### config.mk
export PLATFORM = sky130hd
export DESIGN_NAME = i2c_register_target_flat
export DESIGN_NICKNAME = d
export VERILOG_FILES = /design/src/rtl/i2c_target_pkg.sv /design/src/rtl/i2c_register_target_if.sv /design/src/rtl/i2c_target_line_conditioner.sv /design/src/rtl/i2c_register_target.sv /design/src/flat_wrapper.sv
export SDC_FILE = /design/constraint.sdc
export NUM_CORES = 1
export LEC_CHECK = 0
export ABC_AREA = 1
export ABC_CLOCK_PERIOD_IN_PS = 3300
export CAP_MARGIN = 20
export CORE_ASPECT_RATIO = 0.5
export CORE_MARGIN = 3
export CORE_UTILIZATION = 27
export DETAILED_ROUTE_END_ITERATION = 6
export REMOVE_ABC_BUFFERS = 1
export SLEW_MARGIN = 10
export SYNTH_ARGS = -nofsm -noshare
export SYNTH_HDL_FRONTEND = slang
export SYNTH_HIERARCHICAL = 1
export SYNTH_SLANG_ARGS = --single-unit
### constraint.sdc
create_clock -name clock -period 3.3 [get_ports clock]
set_input_delay 0.66 -clock clock [delete_from_list [all_inputs] [get_ports clock]]
set_output_delay 0.66 -clock clock [all_outputs]
set_load 0.1 [all_outputs]
### src/rtl/i2c_target_pkg.sv
// Shared types and constants for the I2C register target: FSM state encoding,
// ACK-slot phases, START/STOP SDA transition patterns and a majority helper.
package i2c_target_pkg;

  typedef enum logic [3:0] {
    S_IDLE,
    S_DEVICE_ADDRESS,
    S_ADDRESS_ACK,
    S_REGISTER_ADDRESS,
    S_REGISTER_ACK,
    S_WRITE_DATA,
    S_WRITE_ACK,
    S_READ_DATA,
    S_READ_ACK
  } state_t;

  // ACK slot walks fall -> (rise) -> fall; the middle phase matters only for reads.
  typedef enum logic [1:0] {
    ACK_WAIT_FALL,
    ACK_DRIVEN,
    ACK_SAMPLED
  } ack_phase_t;

  // {previous SDA, current SDA} while SCL is high.
  localparam logic [1:0] START_SDA_TRANSITION = 2'b10;
  localparam logic [1:0] STOP_SDA_TRANSITION  = 2'b01;

  function automatic logic majority3(input logic [2:0] s);
    return (s[0] & s[1]) | (s[0] & s[2]) | (s[1] & s[2]);
  endfunction

endpackage

### src/rtl/i2c_register_target_if.sv
// Pad-side I2C signals of the register target (open-drain SDA as a pull-low enable).
interface i2c_register_target_if;
  logic serial_clock;
  logic serial_data_in;
  logic serial_data_pull_low;

  modport master (output serial_clock, output serial_data_in, input serial_data_pull_low);
  modport slave  (input serial_clock, input serial_data_in, output serial_data_pull_low);
endinterface

### src/rtl/i2c_target_line_conditioner.sv
// SCL/SDA synchroniser, optional 3-sample majority filter, SCL edge and START/STOP detect.
// Optional filter: define I2C_TARGET_GLITCH_FILTER_EN (adds 2 cycles latency).
module i2c_target_line_conditioner
  import i2c_target_pkg::*;
(
  input  logic clock,
  input  logic reset,
  input  logic serial_clock,
  input  logic serial_data,
  output logic sda_level,
  output logic scl_rise,
  output logic scl_fall,
  output logic start_condition,
  output logic stop_condition
);

  logic [1:0] scl_sync, sda_sync;
  logic       scl_clean, sda_clean;
  logic       scl_prev, sda_prev;

  always_ff @(posedge clock) begin
    if (reset) begin
      scl_sync <= '1;
      sda_sync <= '1;
    end else begin
      scl_sync <= {scl_sync[0], serial_clock};
      sda_sync <= {sda_sync[0], serial_data};
    end
  end

`ifdef I2C_TARGET_GLITCH_FILTER_EN
  logic [2:0] scl_taps, sda_taps;

  always_ff @(posedge clock) begin
    if (reset) begin
      scl_taps <= '1;
      sda_taps <= '1;
    end else begin
      scl_taps <= {scl_taps[1:0], scl_sync[1]};
      sda_taps <= {sda_taps[1:0], sda_sync[1]};
    end
  end

  assign scl_clean = majority3(scl_taps);
  assign sda_clean = majority3(sda_taps);
`else
  assign scl_clean = scl_sync[1];
  assign sda_clean = sda_sync[1];
`endif

  always_ff @(posedge clock) begin
    if (reset) begin
      scl_prev <= 1'b1;
      sda_prev <= 1'b1;
    end else begin
      scl_prev <= scl_clean;
      sda_prev <= sda_clean;
    end
  end

  assign sda_level       = sda_clean;
  assign scl_rise        = scl_clean & ~scl_prev;
  assign scl_fall        = ~scl_clean & scl_prev;
  assign start_condition = scl_clean & scl_prev & ({sda_prev, sda_clean} == START_SDA_TRANSITION);
  assign stop_condition  = scl_clean & scl_prev & ({sda_prev, sda_clean} == STOP_SDA_TRANSITION);

endmodule

### src/rtl/i2c_register_target.sv
// I2C target exposing a bank of register words to the bus and to a local host port.
// Build option: I2C_TARGET_GLITCH_FILTER_EN enables line glitch filtering.
module i2c_register_target
  import i2c_target_pkg::*;
#(
  parameter int                 NUMBER_OF_DATA_BYTES     = 1,
  parameter int                 NUMBER_OF_REGISTER_BYTES = 1,
  parameter int                 ADDRESS_WIDTH            = 7,
  parameter logic [ADDRESS_WIDTH-1:0] DEVICE_ADDRESS     = 7'h11,
  parameter int                 REGISTER_DEPTH           = 16,
  localparam int                DW = NUMBER_OF_DATA_BYTES * 8,
  localparam int                IW = $clog2(REGISTER_DEPTH)
) (
  input  logic                  clock,
  input  logic                  reset,
  i2c_register_target_if.slave  bus,
  input  logic [IW-1:0]         host_register_address,
  input  logic                  host_write_enable,
  input  logic [DW-1:0]         host_write_data,
  output logic [DW-1:0]         host_read_data,
  output logic                  bus_write_strobe,
  output logic [IW-1:0]         bus_write_index,
  output logic                  busy
);

  localparam int PW = NUMBER_OF_REGISTER_BYTES * 8;

  logic sda_level, scl_rise, scl_fall, start_condition, stop_condition;

  i2c_target_line_conditioner u_line (
    .clock           (clock),
    .reset           (reset),
    .serial_clock    (bus.serial_clock),
    .serial_data     (bus.serial_data_in),
    .sda_level       (sda_level),
    .scl_rise        (scl_rise),
    .scl_fall        (scl_fall),
    .start_condition (start_condition),
    .stop_condition  (stop_condition)
  );

  state_t     state, state_n;
  ack_phase_t ack_phase, ack_phase_n;
  logic [2:0]    bit_count, bit_count_n;
  logic [1:0]    byte_count, byte_count_n;
  logic [7:0]    shift_in, shift_in_n, byte_in;
  logic [PW-1:0] pointer, pointer_n, addr_acc, addr_acc_n, addr_assembled, pointer_next;
  logic [DW-1:0] wr_word, wr_word_n, tx_word, tx_word_n, pointer_word;
  logic          rw, rw_n, pull_low, pull_low_n, busy_n, commit, commit_valid, pointer_in_range;
  logic [DW-1:0] registers [REGISTER_DEPTH];

  assign byte_in          = {shift_in[6:0], sda_level};
  assign addr_assembled   = (addr_acc << 8) | PW'(byte_in);
  assign pointer_in_range = 32'(pointer) < 32'(REGISTER_DEPTH);
  assign pointer_word     = pointer_in_range ? registers[pointer[IW-1:0]] : '0;
  assign pointer_next     = (32'(pointer) == 32'(REGISTER_DEPTH - 1)) ? '0 : pointer + PW'(1);
  assign commit_valid     = commit & pointer_in_range;

  always_ff @(posedge clock) begin
    if (reset) begin
      state      <= S_IDLE;
      ack_phase  <= ACK_WAIT_FALL;
      bit_count  <= '0;
      byte_count <= '0;
      shift_in   <= '0;
      pointer    <= '0;
      addr_acc   <= '0;
      wr_word    <= '0;
      tx_word    <= '0;
      rw         <= 1'b0;
      pull_low   <= 1'b0;
      busy       <= 1'b0;
    end else begin
      state      <= state_n;
      ack_phase  <= ack_phase_n;
      bit_count  <= bit_count_n;
      byte_count <= byte_count_n;
      shift_in   <= shift_in_n;
      pointer    <= pointer_n;
      addr_acc   <= addr_acc_n;
      wr_word    <= wr_word_n;
      tx_word    <= tx_word_n;
      rw         <= rw_n;
      pull_low   <= pull_low_n;
      busy       <= busy_n;
    end
  end

  always_comb begin
    state_n      = state;
    ack_phase_n  = ack_phase;
    bit_count_n  = bit_count;
    byte_count_n = byte_count;
    shift_in_n   = shift_in;
    pointer_n    = pointer;
    addr_acc_n   = addr_acc;
    wr_word_n    = wr_word;
    tx_word_n    = tx_word;
    rw_n         = rw;
    pull_low_n   = pull_low;
    busy_n       = busy;
    commit       = 1'b0;
    if (stop_condition) begin
      state_n    = S_IDLE;
      pull_low_n = 1'b0;
      busy_n     = 1'b0;
    end else if (start_condition) begin
      state_n      = S_DEVICE_ADDRESS;
      bit_count_n  = '0;
      byte_count_n = '0;
      ack_phase_n  = ACK_WAIT_FALL;
      pull_low_n   = 1'b0;
    end else begin
      unique case (state)
        S_IDLE: ;
        S_DEVICE_ADDRESS: if (scl_rise) begin
          shift_in_n  = byte_in;
          bit_count_n = bit_count + 3'd1;
          if (bit_count == 3'd7) begin
            if (byte_in[7 -: ADDRESS_WIDTH] == DEVICE_ADDRESS) begin
              state_n     = S_ADDRESS_ACK;
              ack_phase_n = ACK_WAIT_FALL;
              rw_n        = sda_level;
              busy_n      = 1'b1;
            end else begin
              state_n = S_IDLE;
            end
          end
        end
        S_ADDRESS_ACK: if (scl_fall) begin
          if (ack_phase == ACK_WAIT_FALL) begin
            pull_low_n  = 1'b1;
            ack_phase_n = ACK_DRIVEN;
          end else begin
            ack_phase_n  = ACK_WAIT_FALL;
            bit_count_n  = '0;
            byte_count_n = '0;
            if (rw) begin
              state_n    = S_READ_DATA;
              tx_word_n  = pointer_word;
              pull_low_n = ~pointer_word[DW-1];
            end else begin
              state_n    = S_REGISTER_ADDRESS;
              pull_low_n = 1'b0;
            end
          end
        end
        S_REGISTER_ADDRESS: if (scl_rise) begin
          shift_in_n  = byte_in;
          bit_count_n = bit_count + 3'd1;
          if (bit_count == 3'd7) begin
            addr_acc_n  = addr_assembled;
            state_n     = S_REGISTER_ACK;
            ack_phase_n = ACK_WAIT_FALL;
            if (byte_count == 2'(NUMBER_OF_REGISTER_BYTES - 1)) pointer_n = addr_assembled;
          end
        end
        S_REGISTER_ACK: if (scl_fall) begin
          if (ack_phase == ACK_WAIT_FALL) begin
            pull_low_n  = 1'b1;
            ack_phase_n = ACK_DRIVEN;
          end else begin
            pull_low_n  = 1'b0;
            ack_phase_n = ACK_WAIT_FALL;
            bit_count_n = '0;
            if (byte_count == 2'(NUMBER_OF_REGISTER_BYTES - 1)) begin
              state_n      = S_WRITE_DATA;
              byte_count_n = '0;
            end else begin
              state_n      = S_REGISTER_ADDRESS;
              byte_count_n = byte_count + 2'd1;
            end
          end
        end
        S_WRITE_DATA: if (scl_rise) begin
          shift_in_n  = byte_in;
          bit_count_n = bit_count + 3'd1;
          if (bit_count == 3'd7) begin
            wr_word_n   = (wr_word << 8) | DW'(byte_in);
            state_n     = S_WRITE_ACK;
            ack_phase_n = ACK_WAIT_FALL;
          end
        end
        S_WRITE_ACK: if (scl_fall) begin
          if (ack_phase == ACK_WAIT_FALL) begin
            pull_low_n  = 1'b1;
            ack_phase_n = ACK_DRIVEN;
          end else begin
            pull_low_n  = 1'b0;
            ack_phase_n = ACK_WAIT_FALL;
            bit_count_n = '0;
            state_n     = S_WRITE_DATA;
            if (byte_count == 2'(NUMBER_OF_DATA_BYTES - 1)) begin
              commit       = 1'b1;
              pointer_n    = pointer_next;
              byte_count_n = '0;
            end else begin
              byte_count_n = byte_count + 2'd1;
            end
          end
        end
        S_READ_DATA: begin
          if (scl_rise) begin
            tx_word_n   = tx_word << 1;
            bit_count_n = bit_count + 3'd1;
            if (bit_count == 3'd7) begin
              state_n     = S_READ_ACK;
              ack_phase_n = ACK_WAIT_FALL;
            end
          end else if (scl_fall) begin
            pull_low_n = ~tx_word[DW-1];
          end
        end
        S_READ_ACK: begin
          // Pointer advances once the last byte of a word has been clocked out,
          // so a continuing read loads the following word on the next fall.
          if (scl_fall && ack_phase == ACK_WAIT_FALL) begin
            pull_low_n  = 1'b0;
            ack_phase_n = ACK_DRIVEN;
          end else if (scl_rise && ack_phase == ACK_DRIVEN) begin
            if (byte_count == 2'(NUMBER_OF_DATA_BYTES - 1)) pointer_n = pointer_next;
            if (sda_level) state_n = S_IDLE;
            else ack_phase_n = ACK_SAMPLED;
          end else if (scl_fall && ack_phase == ACK_SAMPLED) begin
            state_n     = S_READ_DATA;
            ack_phase_n = ACK_WAIT_FALL;
            bit_count_n = '0;
            if (byte_count == 2'(NUMBER_OF_DATA_BYTES - 1)) begin
              byte_count_n = '0;
              tx_word_n    = pointer_word;
              pull_low_n   = ~pointer_word[DW-1];
            end else begin
              byte_count_n = byte_count + 2'd1;
              pull_low_n   = ~tx_word[DW-1];
            end
          end
        end
        default: state_n = S_IDLE;
      endcase
    end
  end

  // Bus commit is written last so it wins over a same-index host write.
  always_ff @(posedge clock) begin
    if (reset) begin
      for (int unsigned i = 0; i < REGISTER_DEPTH; i++) registers[i] <= '0;
      bus_write_strobe <= 1'b0;
      bus_write_index  <= '0;
    end else begin
      if (host_write_enable && (32'(host_register_address) < 32'(REGISTER_DEPTH)))
        registers[host_register_address] <= host_write_data;
      if (commit_valid) begin
        registers[pointer[IW-1:0]] <= wr_word;
        bus_write_index            <= pointer[IW-1:0];
      end
      bus_write_strobe <= commit_valid;
    end
  end

  assign host_read_data = (32'(host_register_address) < 32'(REGISTER_DEPTH))
                          ? registers[host_register_address] : '0;
  assign bus.serial_data_pull_low = pull_low;

endmodule

### src/flat_wrapper.sv
// flat-port wrapper written by rule: the top's interface ports become plain ports
module i2c_register_target_flat import i2c_target_pkg::*;
#(
  parameter int                 NUMBER_OF_DATA_BYTES     = 1,
  parameter int                 NUMBER_OF_REGISTER_BYTES = 1,
  parameter int                 ADDRESS_WIDTH            = 7,
  parameter logic [ADDRESS_WIDTH-1:0] DEVICE_ADDRESS     = 7'h11,
  parameter int                 REGISTER_DEPTH           = 16,
  localparam int                DW = NUMBER_OF_DATA_BYTES * 8,
  localparam int                IW = $clog2(REGISTER_DEPTH)
)
  (clock, reset, host_register_address, host_write_enable, host_write_data, host_read_data, bus_write_strobe, bus_write_index, busy, bus_serial_clock, bus_serial_data_in, bus_serial_data_pull_low);
  i2c_register_target_if bus_i ();
  input  logic clock;
  input  logic reset;
  input  logic [IW-1:0] host_register_address;
  input  logic host_write_enable;
  input  logic [DW-1:0] host_write_data;
  output logic [DW-1:0] host_read_data;
  output logic bus_write_strobe;
  output logic [IW-1:0] bus_write_index;
  output logic busy;
  input wire logic [$bits(bus_i.serial_clock)-1:0] bus_serial_clock;
  input wire logic [$bits(bus_i.serial_data_in)-1:0] bus_serial_data_in;
  output wire logic [$bits(bus_i.serial_data_pull_low)-1:0] bus_serial_data_pull_low;
  assign bus_i.serial_clock = bus_serial_clock;
  assign bus_i.serial_data_in = bus_serial_data_in;
  assign bus_serial_data_pull_low = bus_i.serial_data_pull_low;
  i2c_register_target #(.NUMBER_OF_DATA_BYTES(NUMBER_OF_DATA_BYTES), .NUMBER_OF_REGISTER_BYTES(NUMBER_OF_REGISTER_BYTES), .ADDRESS_WIDTH(ADDRESS_WIDTH), .DEVICE_ADDRESS(DEVICE_ADDRESS), .REGISTER_DEPTH(REGISTER_DEPTH)) u_core (.clock(clock), .reset(reset), .bus(bus_i), .host_register_address(host_register_address), .host_write_enable(host_write_enable), .host_write_data(host_write_data), .host_read_data(host_read_data), .bus_write_strobe(bus_write_strobe), .bus_write_index(bus_write_index), .busy(busy));
endmodule
==> results.py, run 1 <==
metrics = {
    "sta": {
        "fmax_ghz": 0.3373,
        "grt_setup_unrepaired": "false",
        "setup_viol": 0,
        "setup_slack_ps": 334.9,
        "tightest_slew_ps": 1154,
        "drv_slew": 0,
        "period_share": 0.8985,
        "clock_skew_ps": 12.19,
        "fin_crit_ps": 2965,
        "hold_violations": 0,
        "relSlewSlack": 0.2299,
    },
    "route": {
        "drt_wl_total_um": 41980,
        "ant_nets": 0,
        "drc_errors": 0,
        "drtIter0Drc": 1463,
        "routedWlPerCell_um": 21.33,
        "via_per_inst": 5.572,
        "num_vias": 10970,
        "drt_first_pass_iters": 5,
    },
    "grt": {
        "grt_overflow": 0,
        "grt_pass1_vias": 10110,
        "grt_max_degree": 62,
        "grt_pass1_wl_um": 63470,
        "grt_antenna_before_repair": 0,
        "grt_use_total": 0.1896,
    },
    "final_layout": {
        "final_util": 0.3187,
        "seq_area_um2": 5046,
        "insertedDiodeCount": 0,
        "area_growth_pct": 15.51,
        "drive_gt1_frac": 0.1246,
        "multiInputGateArea_um2": 5319,
        "finalNetCount": 1440,
        "n_fill_cell": 4300,
    },
    "die": {
        "coreArea_um2": 40730,
        "pin_count": 32,
        "num_rows": 52,
        "die_x_um": 294.5,
        "initial_core_util": 0.2759,
        "chipHeight_um": 150.3,
        "dieArea_um2": 44260,
    },
    "clock_network": {
        "cts-buffers-inserted": 17,
        "cts_root_buf": "clkbuf_16",
        "worstSkewPairLatency_ps": 450,
        "cts.sinks": 188,
        "path_clk_slew_ps": 70,
        "post-cts-setup-buffer-count": 0,
        "cts_buffer_depth": 2,
        "htreeDepth": 4,
        "cts_tree": "yes",
    },
    "synth": {
        "syn_inst": 1402,
        "yosys.cell_types.count": 38,
        "avgSynthCellArea_um2": 8.016,
        "syn_area_um2": 11240,
        "seq_area_frac_synth": 0.4489,
        "synth_top_area_cell": "edfxtp_1",
        "synth_common_cells": "nand2_1 (193), o21ai_0 (188), edfxtp_1 (128)",
        "synthArstFlopShare": 0,
        "synth_warnings": 6,
        "synth_seq_cells": 188,
        "yosysTopAreaCellShare": 0.3420,
        "ys.flop_type": "edfxtp_1",
        "synth.area.top_cells": "edfxtp_1 (34%), dfxtp_1 (11%), o21ai_0 (8.4%)",
        "synth_edf_count": 128,
        "synth.most_common_cell": "nand2_1",
    },
    "worst_setup_path": {
        "critPathKind": "primary input to output pin",
        "cpPeakStageDelay_ps": 510,
        "r2r-start": "u_core/u_line/sda_sync[1]$_SDFF_PP1_",
        "crit_arrival_ps": 2310,
        "critPathMaxFanout": 9,
        "cp-end-kind": "output pin",
        "crit_chain": "clkdlybuf4s50_1 -> inv_1 -> nand2_1 -> clkinv_1 -> o21ai_0 -> nand4_1 -> buf_12",
        "cpMaxStageDelayCell": "clkdlybuf4s50_1",
        "startpoint": "host_register_address[2]",
        "required_ps": 2640,
        "crit_path_start_kind": "primary input",
    },
    "placement": {
        "dp_hpwl_um": 29230,
        "gp_congestion": 0.9619,
        "detailedPlace.worstSlack_ps": -29.66,
        "io_buffers": 31,
    },
    "status": {
        "status": "finished, final reports clean",
    },
    "pwr": {
        "p_per_area_nw_per_um2": 566.9,
        "total_power_w": 0.007359,
        "p_leak_nw": 4.687,
        "max-vdd-ir-drop_mv": 0.3343,
    },
    "min_path": {
        "hp-start": "u_core/u_line/sda_sync[0]$_SDFF_PP1_",
        "min_path_type": "flip-flop to flip-flop",
    },
    "job": {
        "drv_cap": 0,
    },
}
## kinds of logic after synthesis
kind of cell             share of synthesized area
buffers and inverters                      0.07949
XOR/XNOR                                  0.002338
flip-flops                                  0.4489
adder cells (fa/ha/maj)                   0.008907
AO/OA/AOI/OAI                               0.2193
AND/OR/NAND/NOR                             0.2410
## worst max-delay path, delay by kind of cell
family,cells,cell delay (ps)
AND/OR/NAND/NOR,2,290
buffers and inverters,4,1110
AO/OA/AOI/OAI,1,240
## flip-flops by register name (all words and copies together) (netlist names), named ones only
name / flops
u_core/bus_write_strobe: 1
u_core/bus.serial_data_pull_low: 1
u_core/bus_write_index: 4
u_core/u_line/scl_sync: 2
u_core/byte_count: 2
u_core/bit_count: 3
u_core/tx_word: 8
u_core/shift_in: 7
u_core/pointer: 8
u_core/state: 4
u_core/busy: 1
u_core/u_line/sda_sync: 2
u_core/registers: 128
u_core/wr_word: 8
u_core/rw: 1
u_core/u_line/scl_prev: 1
u_core/u_line/sda_prev: 1
u_core/ack_phase: 2
## per-layer routing
metal	vias to the layer above	track usage	wire, um
met1	5232	0.2614	18230
met3	83	0.03508	3719
met5	-	0	0
met2	601	0.2957	18690
met4	0	0.07346	1343
li1	5049	-	-
## placed cells by master (no fill, tap or decap), types with 38 or more instances in the layout
cell type / n
nand3_1: 122
nand4_1: 92
inv_1: 110
buf_4: 64
dfxtp_1: 59
a21oi_1: 77
nand2_1: 193
o21ai_2: 38
edfxtp_1: 128
o21ai_0: 187
nor2_1: 103
## cell type report
| cell class | instances | area share |
|---|---|---|
| tap | 540 | 0.05205 |
| clock buffer | 24 | 0.03875 |
| sequential | 188 | 0.3887 |
| clock inverter | 8 | 0.008096 |
| timing repair buffer | 92 | 0.06824 |
| multi-input combinational | 997 | 0.4097 |
| inverter | 119 | 0.03441 |
## where the power goes
part           switching [W]  internal (W)
sequential          0.000186       0.00272
clock               0.000941       0.00123
combinational        0.00162      0.000667
## worst paths after layout
kind	end	slack (ps)	cells after the start
setup / recovery	host_read_data[7]	330	7
hold / removal	u_core/u_line/sda_sync[1]$_SDFF_PP1_	410	1
setup reg to reg	u_core/registers[2][6]$_DFFE_PP_	400	10
hold reg to reg	u_core/u_line/sda_sync[1]$_SDFF_PP1_	410	1
## what timing repair did
action	CTS	global route
hold buffers	0	0
cloned	0	0
pin swaps	0	0
endpoints found under the setup margin	1	7
gates resized for setup	1	3
## stage by stage
step | setup TNS [ps] | hold WS [ps] | instance area (um^2) | cells
after detailed placement | -29.66 | 393.3 | 12360 | 1936
after global placement | 0 | 388.5 | 12360 | 1936
after global routing | 0 | 416.8 | 12980 | 1968
final | 0 | 405.1 | 12980 | 1968
after floorplan | -4382 | 383.2 | 10790 | 1304
after CTS | 0 | 409.6 | 12970 | 1968
No activity file was read; power rests on OpenSTA's default activity.
==> run 2: changes to the inputs <==
- ABC_CLOCK_PERIOD_IN_PS: 3300 -> 3800
- CORE_ASPECT_RATIO: 0.5 -> 2
- clock period: 3.3 -> 3.8 ns (I/O delays scaled with it)
==> run 2 against run 1 <==
  * Worst hold slack got worse by 1.4 ps
  * Flip-flop and latch count did not move
  * Cell area fell by 1.8%
  * Utilization fell by 0.86 points
  * First-iteration DRC count fell by 14%
  * Clock skew rose by 2.0 ps
  * Combinational power fell by 13%
  * Sequential power fell by 13%
  * Die area did not move
  * Register-to-register slack improved by 170 ps
  * Clock power fell by 16%
  * Highest routed layer unchanged
==> results.py, run 2 (synthesized netlist as in run 1, its figures left out) <==
metrics = {
    "sta": {
        "hold_violations": 0,
        "fin_tns_setup_ps": 0,
        "setup_viol": 0,
        "relSlewSlack": 0.1768,
        "fin_crit_ps": 3648,
        "grt_setup_unrepaired": "false",
        "drv_slew": 0,
        "tightest_slew_ps": 1231,
        "fmax_ghz": 0.2742,
        "period_share": 0.9599,
        "clock_skew_ps": 14.17,
    },
    "route": {
        "ant_nets": 0,
        "drc_errors": 0,
        "via_per_inst": 5.714,
        "drt_wl_total_um": 49090,
        "drt_first_pass_iters": 7,
        "drtIter0Drc": 1265,
        "routedWlPerCell_um": 25.32,
        "num_vias": 11080,
    },
    "worst_setup_path": {
        "cpPeakStageDelay_ps": 530,
        "cp-end-kind": "output pin",
        "crit_chain": "clkdlybuf4s50_1 -> buf_4 -> nand2_1 -> buf_4 -> o21ai_0 -> o21ai_0 -> nand4_1 -> buf_12",
        "critPathMaxFanout": 15,
        "required_ps": 3040,
        "crit_arrival_ps": 2890,
        "critPathKind": "primary input to output pin",
        "r2r-start": "u_core/u_line/sda_sync[1]$_SDFF_PP1_",
        "cpMaxStageDelayCell": "clkdlybuf4s50_1",
        "r2r_slack_ps": 570,
        "startpoint": "host_register_address[1]",
        "crit_path_start_kind": "primary input",
    },
    "final_layout": {
        "drive_gt1_frac": 0.1040,
        "final_cell_mix": "nand2_1 (193), o21ai_0 (188), edfxtp_1 (128)",
        "seq_area_um2": 5046,
        "n_fill_cell": 4358,
        "largest_reg_flops": 128,
        "insertedDiodeCount": 0,
        "area_growth_pct": 13.46,
        "top_register": "u_core/registers",
        "design_area_um2": 12750,
        "finalNetCount": 1416,
        "final_common_cell": "nand2_1",
        "multiInputGateArea_um2": 5319,
    },
    "die": {
        "pin_count": 32,
        "dieArea_um2": 44260,
        "die_x_um": 150.3,
        "initial_core_util": 0.2733,
        "coreArea_um2": 41120,
        "num_rows": 105,
        "chipHeight_um": 294.5,
    },
    "placement": {
        "dp_hpwl_um": 36370,
        "io_buffers": 31,
        "dpl-instance-area_um2": 12150,
        "gp_congestion": 1.102,
    },
    "clock_network": {
        "cts_buffer_depth": 2,
        "htreeDepth": 4,
        "cts_root_buf": "clkbuf_16",
        "path_clk_slew_ps": 80,
        "worstSkewPairLatency_ps": 450,
        "cts-buffers-inserted": 17,
        "cts_tree": "yes",
        "cts.sinks": 188,
        "post-cts-setup-buffer-count": 0,
    },
    "pwr": {
        "comb_power_share": 0.314,
        "max-vdd-ir-drop_mv": 0.2636,
        "power_switching_w": 0.002430,
        "p_leak_nw": 4.518,
        "internal-power_w": 0.003912,
        "clkPwrFrac": 0.287,
        "swShare": 0.3832,
        "p_per_area_nw_per_um2": 497.3,
        "seqPwrFrac": 0.399,
    },
    "grt": {
        "grt_pass1_wl_um": 69990,
        "grt_antenna_before_repair": 0,
        "grt_pass1_vias": 10930,
        "grt_max_degree": 85,
        "grt_use_total": 0.2188,
        "grt_overflow": 0,
    },
    "status": {
        "status": "finished, final reports clean",
    },
    "job": {
        "drv_cap": 0,
    },
    "min_path": {
        "min_path_type": "flip-flop to flip-flop",
        "hp-start": "u_core/u_line/sda_sync[0]$_SDFF_PP1_",
    },
}
-- run 2: cell count changes in the layout (fill, tap and decap cells not counted), moves of 2 or more --
cell and delta:
buf_12 -3, clkinv_1 +2, clkbuf_8 -2, clkdlybuf4s50_1 +9, inv_6 +2, buf_4 -29, dlymetal6s2s_1 -2
-- run 2: worst paths after layout --
kind,endpoint,depth (start not counted)
setup reg to reg,u_core/registers[10][7]$_DFFE_PP_,10
hold / removal,u_core/u_line/sda_sync[1]$_SDFF_PP1_,1
setup / recovery,host_read_data[0],8
hold reg to reg,u_core/u_line/sda_sync[1]$_SDFF_PP1_,1
-- run 2: layout make-up --
| type | count | share of cell area |
|---|---|---|
| Clock buffer | 20 | 0.03503 |
| Clock inverter | 12 | 0.01060 |
| Inverter | 119 | 0.03503 |
| Multi-Input combinational cell | 997 | 0.4171 |
| Sequential cell | 188 | 0.3957 |
| Tap cell | 535 | 0.05250 |
| Timing Repair Buffer | 68 | 0.05397 |
-- run 2: power by group through the flow --
stage                     Combinational [W]  Sequential [W]  Clock (W)
after CTS                           0.00195         0.00252    0.00185
final                               0.00199         0.00253    0.00182
after floorplan                     0.00120         0.00255          0
after global placement              0.00192         0.00257          0
after global routing                0.00217         0.00254    0.00192
after detailed placement            0.00195         0.00257          0
-- run 2: through the flow --
stage | setup WS [ps] | hold WS [ps] | util | cells | power, W
after CTS | 88.52 | 407.0 | 0.3096 | 1938 | 0.006327
final | 152.4 | 403.7 | 0.3101 | 1939 | 0.006341
after detailed placement | 98.82 | 387.9 | 0.2955 | 1906 | 0.004517
after global placement | 88.01 | 387.5 | 0.2955 | 1906 | 0.004496
after global routing | 44.03 | 418.7 | 0.3101 | 1939 | 0.006628
after floorplan | 12.94 | 383.2 | - | 1304 | 0.003758
-- run 2: critical path: cells and delay by family --
kind / cells / cell delay [ps]
compound gates: 2 / 390
buf+inv: 4 / 1270
simple gates: 2 / 450
-- run 2: metal layers --
layer  vias to the layer above  wire [um]  GRT usage
met1                      5224      14410     0.1871
met4                         0       6255     0.2223
li1                       5000          -          -
met3                       239       2462    0.03138
met2                       616      25960     0.4077
met5                         -          0          0
-- run 2: what timing repair did --
| item | 4_1_cts | 5_1_grt |
|---|---|---|
| resized for setup | 0 | 1 |
| endpoints found under the setup margin | 0 | 6 |
| hold buffers | 0 | 0 |
